<file path="src/rtl/alu_pkg.sv">
// Shared ALU types: FSM state encoding and the status-flag bundle,
// plus the flag derivation common to the add/subtract blocks.
package alu_pkg;

   typedef enum logic [1:0] {
      IDLE  = 2'd0,
      SHIFT = 2'd1,
      DONE  = 2'd2
   } state_t;

   typedef struct packed {
      logic neg;
      logic zr;
      logic cry;
      logic of;
   } flags_t;

   // Overflow: operands agree in sign but the result sign differs.
   function automatic flags_t make_flags(
      input logic res_msb,
      input logic res_zero,
      input logic cout,
      input logic a_msb,
      input logic b_msb
   );
      flags_t f;
      f.neg = res_msb;
      f.zr  = res_zero;
      f.cry = cout;
      f.of  = (a_msb == b_msb) && (res_msb != a_msb);
      return f;
   endfunction

endpackage

</file>
<file path="src/rtl/serial_adder_nbits_full_adder.sv">
// Single-bit full adder cell reused every cycle by serial_adder_nbits.
module full_adder (
   input  logic a,
   input  logic b,
   input  logic cin,
   output logic s,
   output logic cout
);

   assign s    = a ^ b ^ cin;
   assign cout = (a & b) | (a & cin) | (b & cin);

endmodule

</file>
<file path="src/rtl/serial_adder_nbits.sv">
// Bit-serial N-bit adder with neg/zero/carry/overflow flags, one bit per cycle.
// Define ALU_SERIAL_SUB_EN to add the op_sub port (a - b via inverted b, carry-in 1).
module serial_adder_nbits
   import alu_pkg::*;
#(
   parameter int N = 4
) (
   input  logic         clk,
   input  logic         rst,
   input  logic         start,
   input  logic [N-1:0] a,
   input  logic [N-1:0] b,
`ifdef ALU_SERIAL_SUB_EN
   input  logic         op_sub,
`endif
   output logic         busy,
   output logic         done,
   output logic [N-1:0] result,
   output logic         neg_flag,
   output logic         zr_flag,
   output logic         cry_flag,
   output logic         of_flag
);

   localparam int             CW       = $clog2(N) + 1;
   localparam logic [CW-1:0]  CNT_LAST = CW'(N - 1);

   state_t         state_q, state_d;
   logic [N-1:0]   shift_a_q, shift_a_d;
   logic [N-1:0]   shift_b_q, shift_b_d;
   logic [N-1:0]   acc_q, acc_d;
   logic           carry_q, carry_d;
   logic [CW-1:0]  cnt_q, cnt_d;
   logic [N-1:0]   result_q, result_d;
   flags_t         flags_q, flags_d;
   logic           done_q, done_d;
   logic           busy_q, busy_d;
   logic           sub_s;
   logic           fa_s, fa_cout;

`ifdef ALU_SERIAL_SUB_EN
   assign sub_s = op_sub;
`else
   assign sub_s = 1'b0;
`endif

   full_adder u_fa (
      .a    (shift_a_q[0]),
      .b    (shift_b_q[0]),
      .cin  (carry_q),
      .s    (fa_s),
      .cout (fa_cout)
   );

   // State and datapath registers with synchronous reset.
   always_ff @(posedge clk) begin
      if (rst) begin
         state_q   <= IDLE;
         shift_a_q <= '0;
         shift_b_q <= '0;
         acc_q     <= '0;
         carry_q   <= 1'b0;
         cnt_q     <= '0;
         result_q  <= '0;
         flags_q   <= '0;
         done_q    <= 1'b0;
         busy_q    <= 1'b0;
      end else begin
         state_q   <= state_d;
         shift_a_q <= shift_a_d;
         shift_b_q <= shift_b_d;
         acc_q     <= acc_d;
         carry_q   <= carry_d;
         cnt_q     <= cnt_d;
         result_q  <= result_d;
         flags_q   <= flags_d;
         done_q    <= done_d;
         busy_q    <= busy_d;
      end
   end

   // Next-state logic.
   always_comb begin
      state_d = state_q;
      case (state_q)
         IDLE: begin
            if (start) begin
               state_d = SHIFT;
            end else begin
               state_d = IDLE;
            end
         end
         SHIFT: begin
            if (cnt_q == CNT_LAST) begin
               state_d = DONE;
            end else begin
               state_d = SHIFT;
            end
         end
         DONE:    state_d = IDLE;
         default: state_d = IDLE;
      endcase
   end

   // Datapath and registered-output next values; outputs only move on entry to DONE.
   always_comb begin
      shift_a_d = shift_a_q;
      shift_b_d = shift_b_q;
      acc_d     = acc_q;
      carry_d   = carry_q;
      cnt_d     = cnt_q;
      result_d  = result_q;
      flags_d   = flags_q;
      done_d    = 1'b0;
      case (state_q)
         IDLE: begin
            if (start) begin
               shift_a_d = a;
               shift_b_d = sub_s ? ~b : b;
               carry_d   = sub_s;
               cnt_d     = '0;
               acc_d     = '0;
            end else begin
               cnt_d     = cnt_q;
            end
         end
         SHIFT: begin
            acc_d        = acc_q >> 1;
            acc_d[N-1]   = fa_s;
            carry_d      = fa_cout;
            shift_a_d    = shift_a_q >> 1;
            shift_b_d    = shift_b_q >> 1;
            cnt_d        = cnt_q + CW'(1);
            // On the MSB step the adder inputs are the operand sign bits.
            if (cnt_q == CNT_LAST) begin
               result_d = acc_d;
               flags_d  = make_flags(fa_s, (acc_d == '0), fa_cout,
                                     shift_a_q[0], shift_b_q[0]);
               done_d   = 1'b1;
            end else begin
               done_d   = 1'b0;
            end
         end
         DONE:    done_d = 1'b0;
         default: done_d = 1'b0;
      endcase
      busy_d = (state_d != IDLE);
   end

   assign busy     = busy_q;
   assign done     = done_q;
   assign result   = result_q;
   assign neg_flag = flags_q.neg;
   assign zr_flag  = flags_q.zr;
   assign cry_flag = flags_q.cry;
   assign of_flag  = flags_q.of;

endmodule

</file>
<file path="config.mk">
export PLATFORM = sky130hd
export DESIGN_NAME = serial_adder_nbits
export DESIGN_NICKNAME = d
export VERILOG_FILES = /design/src/rtl/alu_pkg.sv /design/src/rtl/serial_adder_nbits_full_adder.sv /design/src/rtl/serial_adder_nbits.sv
export SDC_FILE = /design/constraint.sdc
export NUM_CORES = 1
export LEC_CHECK = 0
export CAP_MARGIN = 30
export CELL_PAD_IN_SITES_DETAIL_PLACEMENT = 0
export CELL_PAD_IN_SITES_GLOBAL_PLACEMENT = 1
export CORE_ASPECT_RATIO = 1.1
export CORE_MARGIN = 8
export CORE_UTILIZATION = 36
export CTS_BUF_LIST = sky130_fd_sc_hd__clkbuf_4 sky130_fd_sc_hd__clkbuf_8
export CTS_CLUSTER_SIZE = 10
export DETAILED_ROUTE_END_ITERATION = 8
export GPL_TIMING_DRIVEN = 0
export PLACE_DENSITY_LB_ADDON = 0.15
export SYNTH_ARGS = -nofsm -noshare
export SYNTH_HDL_FRONTEND = slang
export SYNTH_HIERARCHICAL = 1
export SYNTH_SLANG_ARGS = --single-unit
</file>
<file path="constraint.sdc">
create_clock -name clk -period 1.4 [get_ports clk]
set_input_delay 0.14 -clock clk [delete_from_list [all_inputs] [get_ports clk]]
set_output_delay 0.14 -clock clk [all_outputs]
set_load 0.01 [all_outputs]
</file>
==> impl_metrics.ini <==
[yosys]
syn_area_um2 = 1050
synthCells = 106
synth_seq_area_share_pct = 49.5
synth_cell_type_count = 24
synth_nets = 120
ys_seq_elements = 26
yosys_warnings = 6
synth_area_per_cell_um2 = 9.92

[setup_path]
regToRegSetupSlack_ps = 50
endpoint_kind = flip-flop
critPathKind = flip-flop to flip-flop
reg2reg_to = of_flag
reg2reg_depth = 3
crit_fanout = 4
critPathRequiredTime_ps = 1650
cp.arrival_ps = 1600
start_kind = flip-flop
r2r-start = carry_q

[placement]
dpl-instance-area_um2 = 1280
gp_congestion = 0.700
dp_hpwl_um = 1530
io_buffers = 19
numPlacedInstances = 158
pre_cts_slack_ps = -145

[cells_and_area]
nFillCells = 276
register_area_um2 = 529
nets = 147
design_area_um2 = 1400
final_cell_mix = nor2_1, dfxtp_1, mux2i_1
fin_cells = 165
finish.utilization_pct = 50.3
multi_input_comb_area_um2 = 497
final_common_cell = nor2_1
areaGrowthSynthToFinish_pct = 32.9
diodes = 0
drive_gt1_share_pct = 17.4

[clock_network]
clk_path_buf_depth = 2
cts_max_level = 1
cts-root-buf = clkbuf_4
clock_latency_ps = 320
numCtsBuffers = 3
cts.clk_slew.worst_paths_ps = 140
tritoncts = built
numClockSinks = 26

[hold_path]
hold_depth = 2
whs_endpoint = shift_b_q[1]
hold_path_class = input port to flip-flop
worstHoldStart = rst

[power]
finalPower_mw = 1.34
ir_drop_uv = 598
power_density_nw_per_um2 = 958
leakage_nw = 0.689

[detailed_routing]
wirelength_um = 2150
wl_per_cell_um = 13.0
dr.pass1.iters = 4
vias = 795
avgViaCountPerCell = 4.82
drc_errors = 0
drt_iter0_drc = 40
postRouteAntennaNets = 0

[die]
fp.coreArea_um2 = 2780
die_w_um = 67.5
fp-row-count = 20
ioPinCount = 21
die-area_um2 = 4910
die_h_um = 72.7
start_util_pct = 37.8

[timing]
fin_crit_sh_pct = 96.6
fin_skew_ps = 9.55
setup_viol = 0
rsz0062_at_grt = yes
hold_ws_ps = 219
setup-tns-final_ps = 0
timing.final.crit_period_ps = 1350
tightest_slew_ps = 459
report.final.slew_viol_count = 0
slew_headroom_pct = 69.4
hold_viol_final = 0
fmax_mhz = 739
worst_slack_ps = 47.3

[global_route]
grt_max_degree = 15
grt_pass1_wl_um = 3680
grt_pass1_vias = 827
grt.total_usage_pct = 9.37
grt-ovfl-total = 0
antenna_found_initial = 0

[outcome]
status = completed

[job]
cap_violations = 0
## report_power, final
group	internal, mW	switching, mW	total [mW]
Clock	0.159	0.217	0.376
Combinational	0.0916	0.0815	0.173
Sequential	0.769	0.0202	0.789
Total	1.02	0.318	1.34
## critical path, stage by stage (launching register included)
cell	delay [ps]
dfxtp_2	360
fa_2	610
a21oi_1	90
a211oi_2	220
## metal layers
layer  track usage, %  up-vias  wire (um)
li1                 -      421          -
met1             11.7      363       1020
met2             15.1        9       1030
met3             2.15        2         88
met4             3.49        0         12
met5                0        -          0
## kinds of logic (layout without fill, tap and decap cells)
group                      after synthesis  in the layout  share of synthesized area (%)
and+or+nand+nor                         35             35                           15.0
muxes                                   12             12                           11.4
buffers and inverters                   10             36                           5.48
adders and majority gates                3              3                           4.29
DFF                                     26             26                           49.5
AOI/OAI and AO/OA                       20             20                           14.3
## how the worst max path moves through the flow
stage	from	endpoint	slack, ps
6_report	carry_q	of_flag	50
5_1_grt	carry_q	of_flag	-10
4_1_cts	cnt_q[0]	result[3]	20
3_5_place_dp	shift_b_q[0]	zr_flag	-150
3_3_place_gp	shift_b_q[0]	zr_flag	-140
2_1_floorplan	shift_b_q[0]	zr_flag	0.2
## cells in the mapped netlist
master	number	area, um^2
buf_6	1	11.3
a211oi_1	6	45.0
buf_2	1	5.00
dfxtp_1	26	521
and2b_1	1	7.51
nand2_1	2	7.51
nand3b_1	2	15.0
nor2_1	23	86.3
ha_1	2	25.0
nor4_1	1	6.26
nor3b_1	1	7.51
nand2b_1	2	12.5
clkbuf_1	3	11.3
fa_1	1	20.0
a211oi_2	1	12.5
buf_4	3	22.5
o21bai_2	1	11.3
nand3_1	2	10.0
a22oi_1	7	52.6
a21oi_1	4	20.0
mux2i_1	12	120
inv_1	2	7.51
a2bb2oi_1	1	8.76
nor3_1	1	5.00
## registers in the layout, indices dropped and copies added, names as in the netlist, 2 cells and up
name	count
state_q	2
shift_b_q	4
acc_q	3
shift_a_q	4
result	4
cnt_q	3
## final cells by class
cell class	count	area share [%]
buffer	8	4.03
clock buffer	4	2.60
inverter	2	0.538
multi-input combinational	70	35.6
sequential	26	37.9
tap	33	2.96
timing repair buffer	22	16.4
## what timing repair did
| item | CTS | global route |
|---|---|---|
| pin swaps | 2 | 1 |
| setup buffers | 2 | 1 |
| hold buffers | 0 | 0 |
| endpoints found under the setup margin | 8 | 13 |
| resized for setup | 10 | 11 |
No activity file was read; power rests on OpenSTA's default activity.
